[src/rtl/arp_pkg.sv]
// ARP controller shared types: FSM encoding, ARP frame type codes
// and the broadcast MAC used for requests.
package arp_pkg;

    typedef enum logic [2:0] {
        IDLE,
        TX_REPLY,
        WAIT_REPLY_DONE,
        TX_REQ,
        WAIT_REQ_DONE,
        WAIT_ANSWER
    } arp_state_e;

    localparam logic ARP_TYPE_REQ   = 1'b0;
    localparam logic ARP_TYPE_REPLY = 1'b1;

    localparam logic [47:0] BCAST_MAC = 48'hffff_ffff_ffff;

    localparam int RETRY_W = 8;

endpackage

[src/rtl/arp_retry_timer.sv]
// Answer timeout counter plus retransmission counter for arp_ctrl.
// expire_o flags the last cycle of a wait window.
module arp_retry_timer
    import arp_pkg::*;
#(
    parameter logic [31:0] TIMEOUT_CYC = 32'd125_000_000,
    parameter int          MAX_RETRY   = 3
) (
    input  logic clk,
    input  logic rst,
    input  logic clr_i,
    input  logic en_i,
    input  logic load_i,
    input  logic inc_i,
    output logic expire_o,
    output logic exhausted_o
);

    logic [31:0]        tmr_q;
    logic [RETRY_W-1:0] retry_q;

    always_ff @(posedge clk) begin
        if (rst) begin
            tmr_q   <= '0;
            retry_q <= '0;
        end else begin
            if (clr_i) begin
                tmr_q <= '0;
            end else if (en_i) begin
                tmr_q <= tmr_q + 32'd1;
            end
            if (load_i) begin
                retry_q <= '0;
            end else if (inc_i) begin
                retry_q <= retry_q + 1'b1;
            end
        end
    end

    assign expire_o    = (tmr_q == TIMEOUT_CYC - 32'd1);
    assign exhausted_o = (retry_q == RETRY_W'(MAX_RETRY));

endmodule

[src/rtl/arp_ctrl.sv]
// ARP control: answers incoming requests, resolves one target IP
// with retries, and keeps a single-entry IP/MAC cache.
module arp_ctrl
    import arp_pkg::*;
#(
    parameter logic [31:0] TIMEOUT_CYC = 32'd125_000_000,
    parameter int          MAX_RETRY   = 3
) (
    input  logic        clk,
    input  logic        rst,
    input  logic        arp_rx_done,
    input  logic        arp_rx_type,
    input  logic [47:0] src_mac,
    input  logic [31:0] src_ip,
    input  logic        req_start,
    input  logic [31:0] req_ip,
    output logic        arp_tx_en,
    output logic        arp_tx_type,
    output logic [47:0] des_mac,
    output logic [31:0] des_ip,
    input  logic        tx_done,
    output logic        resolved,
    output logic [31:0] peer_ip,
    output logic [47:0] peer_mac,
    output logic        busy,
    output logic        fail
);

    arp_state_e  state_q;
    logic        tx_en_q;
    logic        tx_type_q;
    logic [47:0] des_mac_q;
    logic [31:0] des_ip_q;
    logic        resolved_q;
    logic [31:0] peer_ip_q;
    logic [47:0] peer_mac_q;
    logic        busy_q;
    logic        fail_q;
    logic        req_due_q;
    logic [31:0] tgt_ip_q;
    logic        reply_pend_q;
    logic [47:0] rpl_mac_q;
    logic [31:0] rpl_ip_q;
    logic        rx_vld_q;
    logic        rx_hit_q;
    logic        rx_rep_q;
    logic [47:0] rx_mac_q;
    logic [31:0] rx_ip_q;

    logic match_rx;
    logic match_live;
    logic in_wa;
    logic wa_hold;
    logic expire;
    logic exhausted;
    logic retry_go;
    logic fail_go;
    logic tmr_clr;
    logic tmr_en;
    logic ld;

    assign match_rx   = (arp_rx_type == ARP_TYPE_REPLY)
                     && (src_ip == tgt_ip_q) && busy_q;
    assign match_live = arp_rx_done && match_rx;
    assign in_wa      = (state_q == WAIT_ANSWER);
    // Anything below takes priority over a timeout in WAIT_ANSWER
    assign wa_hold    = match_live || !busy_q
                     || reply_pend_q || req_due_q;
    assign retry_go   = in_wa && !wa_hold && expire && !exhausted;
    assign fail_go    = in_wa && !wa_hold && expire && exhausted;
    assign tmr_clr    = (state_q == WAIT_REQ_DONE) && tx_done;
    assign tmr_en     = in_wa && !reply_pend_q;
    assign ld         = req_start && !busy_q;

    arp_retry_timer #(
        .TIMEOUT_CYC (TIMEOUT_CYC),
        .MAX_RETRY   (MAX_RETRY)
    ) u_timer (
        .clk         (clk),
        .rst         (rst),
        .clr_i       (tmr_clr),
        .en_i        (tmr_en),
        .load_i      (ld),
        .inc_i       (retry_go),
        .expire_o    (expire),
        .exhausted_o (exhausted)
    );

    always_ff @(posedge clk) begin
        if (rst) begin
            state_q      <= IDLE;
            tx_en_q      <= 1'b0;
            tx_type_q    <= ARP_TYPE_REQ;
            des_mac_q    <= '0;
            des_ip_q     <= '0;
            resolved_q   <= 1'b0;
            peer_ip_q    <= '0;
            peer_mac_q   <= '0;
            busy_q       <= 1'b0;
            fail_q       <= 1'b0;
            req_due_q    <= 1'b0;
            tgt_ip_q     <= '0;
            reply_pend_q <= 1'b0;
            rpl_mac_q    <= '0;
            rpl_ip_q     <= '0;
            rx_vld_q     <= 1'b0;
            rx_hit_q     <= 1'b0;
            rx_rep_q     <= 1'b0;
            rx_mac_q     <= '0;
            rx_ip_q      <= '0;
        end else begin
            tx_en_q  <= 1'b0;
            fail_q   <= 1'b0;
            rx_vld_q <= arp_rx_done;
            rx_hit_q <= arp_rx_done
                     && (arp_rx_type == ARP_TYPE_REQ || match_rx);
            rx_rep_q <= (arp_rx_type == ARP_TYPE_REPLY);
            rx_mac_q <= src_mac;
            rx_ip_q  <= src_ip;

            if (state_q == TX_REPLY) begin
                reply_pend_q <= 1'b0;
            end
            if (arp_rx_done && arp_rx_type == ARP_TYPE_REQ) begin
                reply_pend_q <= 1'b1;
                rpl_mac_q    <= src_mac;
                rpl_ip_q     <= src_ip;
            end

            if (ld) begin
                tgt_ip_q   <= req_ip;
                resolved_q <= 1'b0;
                busy_q     <= 1'b1;
                req_due_q  <= 1'b1;
            end

            // Cache write lands one cycle after the rx pulse
            if (rx_vld_q && rx_hit_q) begin
                peer_ip_q  <= rx_ip_q;
                peer_mac_q <= rx_mac_q;
                resolved_q <= 1'b1;
                if (rx_rep_q) begin
                    busy_q    <= 1'b0;
                    req_due_q <= 1'b0;
                end
            end

            unique case (state_q)
                IDLE: begin
                    if (reply_pend_q) begin
                        state_q   <= TX_REPLY;
                        tx_en_q   <= 1'b1;
                        tx_type_q <= ARP_TYPE_REPLY;
                        des_mac_q <= rpl_mac_q;
                        des_ip_q  <= rpl_ip_q;
                    end else if (req_due_q) begin
                        state_q   <= TX_REQ;
                        tx_en_q   <= 1'b1;
                        tx_type_q <= ARP_TYPE_REQ;
                        des_mac_q <= BCAST_MAC;
                        des_ip_q  <= tgt_ip_q;
                        req_due_q <= 1'b0;
                    end
                end
                TX_REPLY: state_q <= WAIT_REPLY_DONE;
                WAIT_REPLY_DONE: begin
                    if (tx_done) begin
                        state_q <= busy_q ? WAIT_ANSWER : IDLE;
                    end
                end
                TX_REQ: state_q <= WAIT_REQ_DONE;
                WAIT_REQ_DONE: begin
                    if (tx_done) begin
                        state_q <= WAIT_ANSWER;
                    end
                end
                WAIT_ANSWER: begin
                    if (match_live || !busy_q) begin
                        state_q <= IDLE;
                    end else if (reply_pend_q) begin
                        state_q   <= TX_REPLY;
                        tx_en_q   <= 1'b1;
                        tx_type_q <= ARP_TYPE_REPLY;
                        des_mac_q <= rpl_mac_q;
                        des_ip_q  <= rpl_ip_q;
                    end else if (req_due_q || retry_go) begin
                        state_q   <= TX_REQ;
                        tx_en_q   <= 1'b1;
                        tx_type_q <= ARP_TYPE_REQ;
                        des_mac_q <= BCAST_MAC;
                        des_ip_q  <= tgt_ip_q;
                        req_due_q <= 1'b0;
                    end else if (fail_go) begin
                        state_q <= IDLE;
                        fail_q  <= 1'b1;
                        busy_q  <= 1'b0;
                    end
                end
                default: state_q <= IDLE;
            endcase
        end
    end

    assign arp_tx_en   = tx_en_q;
    assign arp_tx_type = tx_type_q;
    assign des_mac     = des_mac_q;
    assign des_ip      = des_ip_q;
    assign resolved    = resolved_q;
    assign peer_ip     = peer_ip_q;
    assign peer_mac    = peer_mac_q;
    assign busy        = busy_q;
    assign fail        = fail_q;

endmodule

[config.mk]
export PLATFORM = sky130hd
export DESIGN_NAME = arp_ctrl
export DESIGN_NICKNAME = d
export VERILOG_FILES = /design/src/rtl/arp_pkg.sv /design/src/rtl/arp_retry_timer.sv /design/src/rtl/arp_ctrl.sv
export SDC_FILE = /design/constraint.sdc
export NUM_CORES = 1
export LEC_CHECK = 0
export CORE_ASPECT_RATIO = 1.25
export CORE_MARGIN = 2
export CORE_UTILIZATION = 39
export CTS_BUF_LIST = sky130_fd_sc_hd__clkbuf_8
export CTS_CLUSTER_SIZE = 16
export DETAILED_ROUTE_END_ITERATION = 16
export HOLD_SLACK_MARGIN = 0.05
export PLACE_DENSITY = 0.6
export SYNTH_ARGS = -nofsm -noshare
export SYNTH_HDL_FRONTEND = slang
export SYNTH_SLANG_ARGS = --single-unit
[constraint.sdc]
create_clock -name clk -period 3.2 [get_ports clk]
set_input_delay 0.64 -clock clk [delete_from_list [all_inputs] [get_ports clk]]
set_output_delay 0.64 -clock clk [all_outputs]
set_load 0.02 [all_outputs]
==> flow_summary.json <==
{
  "gp_congestion": 0.806,
  "drc_errors": 0,
  "cts_resized": 0,
  "yosys_warnings": 0,
  "clock-root-buffer": "clkbuf_8",
  "via_per_inst": 5.06,
  "dr.pass1.iters": 5,
  "holdCritPathClass": "in -> reg",
  "synth_edf_count": 0,
  "relSlewSlack_pct": 33.1,
  "finClkSkew_ps": 26.7,
  "grt_antenna_before_repair": 2,
  "synth_mux_area_share_pct": 2.49,
  "synth_common_cells": "dfxtp_1, nand2_1, a21oi_1",
  "synth_most_common_cell": "dfxtp_1",
  "clkSinkCount": 405,
  "hold_viol": 0,
  "vdd_ir_drop_max_uv": 308,
  "wl_um": 43500,
  "ys_async_sr_fraction_pct": 0,
  "synth_top_family_by_area": "simple AND/OR/NAND/NOR gates",
  "yosysUniqueCellTypes": 57,
  "htree_levels": 3,
  "rsz0062_at_grt": "no",
  "syn2layout_area_growth_pct": 32.0,
  "cts_buffers": 66,
  "dp_slack_ps": -121,
  "port_buffers": 282,
  "multiInputGateArea_mm2": 0.00632,
  "final_cell_count_no_fill": 2453,
  "final_antenna_net_count": 0,
  "dieArea_mm2": 0.0398,
  "synthTopCellsByArea": "dfxtp_1, nand2_1, a21oi_1",
  "initial_utilization_pct": 39.2,
  "worstSetupPathType": "in -> reg",
  "p_per_area_mw_per_mm2": 678,
  "placed_cell_area_mm2": 0.0184,
  "die_y_um": 222,
  "worst_slack_ps": 446,
  "synth_compound_area_share_pct": 14.5,
  "finalNetCount": 2033,
  "synth_top_area_share_pct": 54.5,
  "ys_seq_area_share_pct": 54.5,
  "clkLatencyLatePin_ps": 610,
  "path_clk_slew_ps": 60,
  "p_leak_nw": 7.42,
  "num_vias": 12400,
  "grt_max_degree": 172,
  "synth_top_area_cell": "dfxtp_1",
  "dp.cells": 2337,
  "synthXorXnorAreaFrac_pct": 3.47,
  "period_share_pct": 86.0,
  "drt_iter0_drc": 669,
  "clockBufferDepth": 3,
  "finalSetupViolations": 0,
  "row_count": 80,
  "fmax_mhz": 363,
  "synth_area_mm2": 0.0149,
  "tns_ps": 0,
  "synth_fa_ha_area_share_pct": 0.168,
  "wl_per_cell_um": 17.7,
  "cp.required_ps": 3740,
  "post-dp-hpwl_um": 29100,
  "grt-ovfl-total": 0,
  "cts_tree": "yes",
  "grt_pass1_wl_um": 67500,
  "start_kind": "input pin",
  "fin_area_mm2": 0.0197,
  "yosys.area_share.simple_pct": 21.6,
  "fp.dieW_um": 179,
  "fillers": 3592,
  "end_kind": "flip-flop",
  "drv_cap": 0,
  "track_usage_pct": 21.6,
  "worst_pin_slew_ps": 1000,
  "ys.flop_type": "dfxtp_1",
  "fin_util_pct": 51.8,
  "core_area_mm2": 0.0379,
  "seqCellArea_mm2": 0.00811,
  "final-max-slew-violation-count": 0,
  "pin_count": 283,
  "status": "complete, no violations",
  "syn-instance-count": 1631,
  "grt_pass1_vias": 12100,
  "layout-drive-gt1-share_pct": 12.2,
  "ys_ff_latch": 405,
  "synth_nets": 1751,
  "syn_avg_cell_area_um2": 9.13,
  "postCtsSetupBuffers": 0,
  "worstPathArrival_ps": 3290,
  "holdBufCountCts": 0,
  "crit_fanout": 25,
  "period_minus_slack_ps": 2750
}
[registers in the layout (all words and copies together), names as in the netlist, 48 cells and up]
register / cells
rpl_mac_q: 48
rx_mac_q: 48
des_mac: 48
peer_mac: 48
[cell type report]
class | instances | share of cell area [%]
Antenna cell | 3 | 0.0382
Clock buffer | 84 | 5.88
Clock inverter | 29 | 0.732
Inverter | 11 | 0.216
Multi-Input combinational cell | 1100 | 32.1
Sequential cell | 405 | 41.2
Tap cell | 492 | 3.13
Timing Repair Buffer | 329 | 16.6
[worst max-delay path, stage by stage]
cell and delay, ps:
clkdlybuf4s50_1 470, xnor2_1 340, nand4_1 230, or4_4 570, nor4b_1 400, a211o_2 250
buf_12 190, o221a_2 200
[routing by layer]
metal	track usage (%)	vias to the layer above	wire [µm]
met3	4.81	61	2530
li1	-	6115	-
met4	7.84	0	991
met5	0	-	0
met1	27.0	5912	18800
met2	36.4	336	21200
[logic make-up after synthesis]
| group | count (synthesis) |
|---|---|
| AOI/OAI and AO/OA | 325 |
| adders and majority gates | 2 |
| muxes | 33 |
| buffers and inverters | 126 |
| and+or+nand+nor | 681 |
| DFF | 405 |
| xor gates and xnor gates | 59 |
[cells in the final DEF (no fill, tap or decap), types with 3 or more instances in the layout]
cell type | synthesis | routed
nand2_1 | 404 | 403
clkinv_2 | 0 | 5
and2_1 | 4 | 3
buf_4 | 0 | 40
o21ai_0 | 13 | 13
mux2_2 | 32 | 32
diode_2 | 0 | 3
o221a_2 | 47 | 47
inv_1 | 11 | 33
nor4_1 | 9 | 9
a21o_1 | 5 | 5
nor2b_1 | 86 | 84
nor2_1 | 44 | 44
or3_1 | 40 | 40
xnor2_1 | 45 | 45
a21oi_1 | 209 | 209
nor3_1 | 9 | 9
and3_1 | 9 | 9
clkbuf_8 | 0 | 84
xor2_1 | 14 | 14
nand4_1 | 26 | 26
dfxtp_1 | 405 | 404
clkdlybuf4s50_1 | 0 | 281
nand3_1 | 18 | 18
buf_12 | 0 | 7
o211a_1 | 32 | 32
or3_2 | 3 | 3
nor4b_1 | 4 | 4
nand2b_1 | 6 | 5
[where the power goes]
group	leakage [nW]	switching, mW	internal [mW]
clock	0.756	2.02	2.42
sequential	3.32	0.344	5.57
combinational	3.35	1.53	1.44
total	7.42	3.89	9.43
[stage by stage]
stage | total power [mW] | hold WS, ps
after floorplan | 7.56 | 417
after global placement | 8.97 | 419
after detailed placement | 9.00 | 424
after CTS | 13.5 | 255
after global routing | 13.9 | 289
final | 13.3 | 313
[worst paths after layout]
check                                       from            to  slack, ps  depth (start not counted)
worst max-delay path                  src_ip[29]   des_mac[44]        450                          8
worst min-delay path                         rst   tgt_ip_q[3]        310                          2
worst max register to register  u_timer.tmr_q[6]    des_ip[26]        480                          7
worst min register to register      rx_mac_q[23]  peer_mac[23]        420                          2
(Power assumes the default switching activity.)
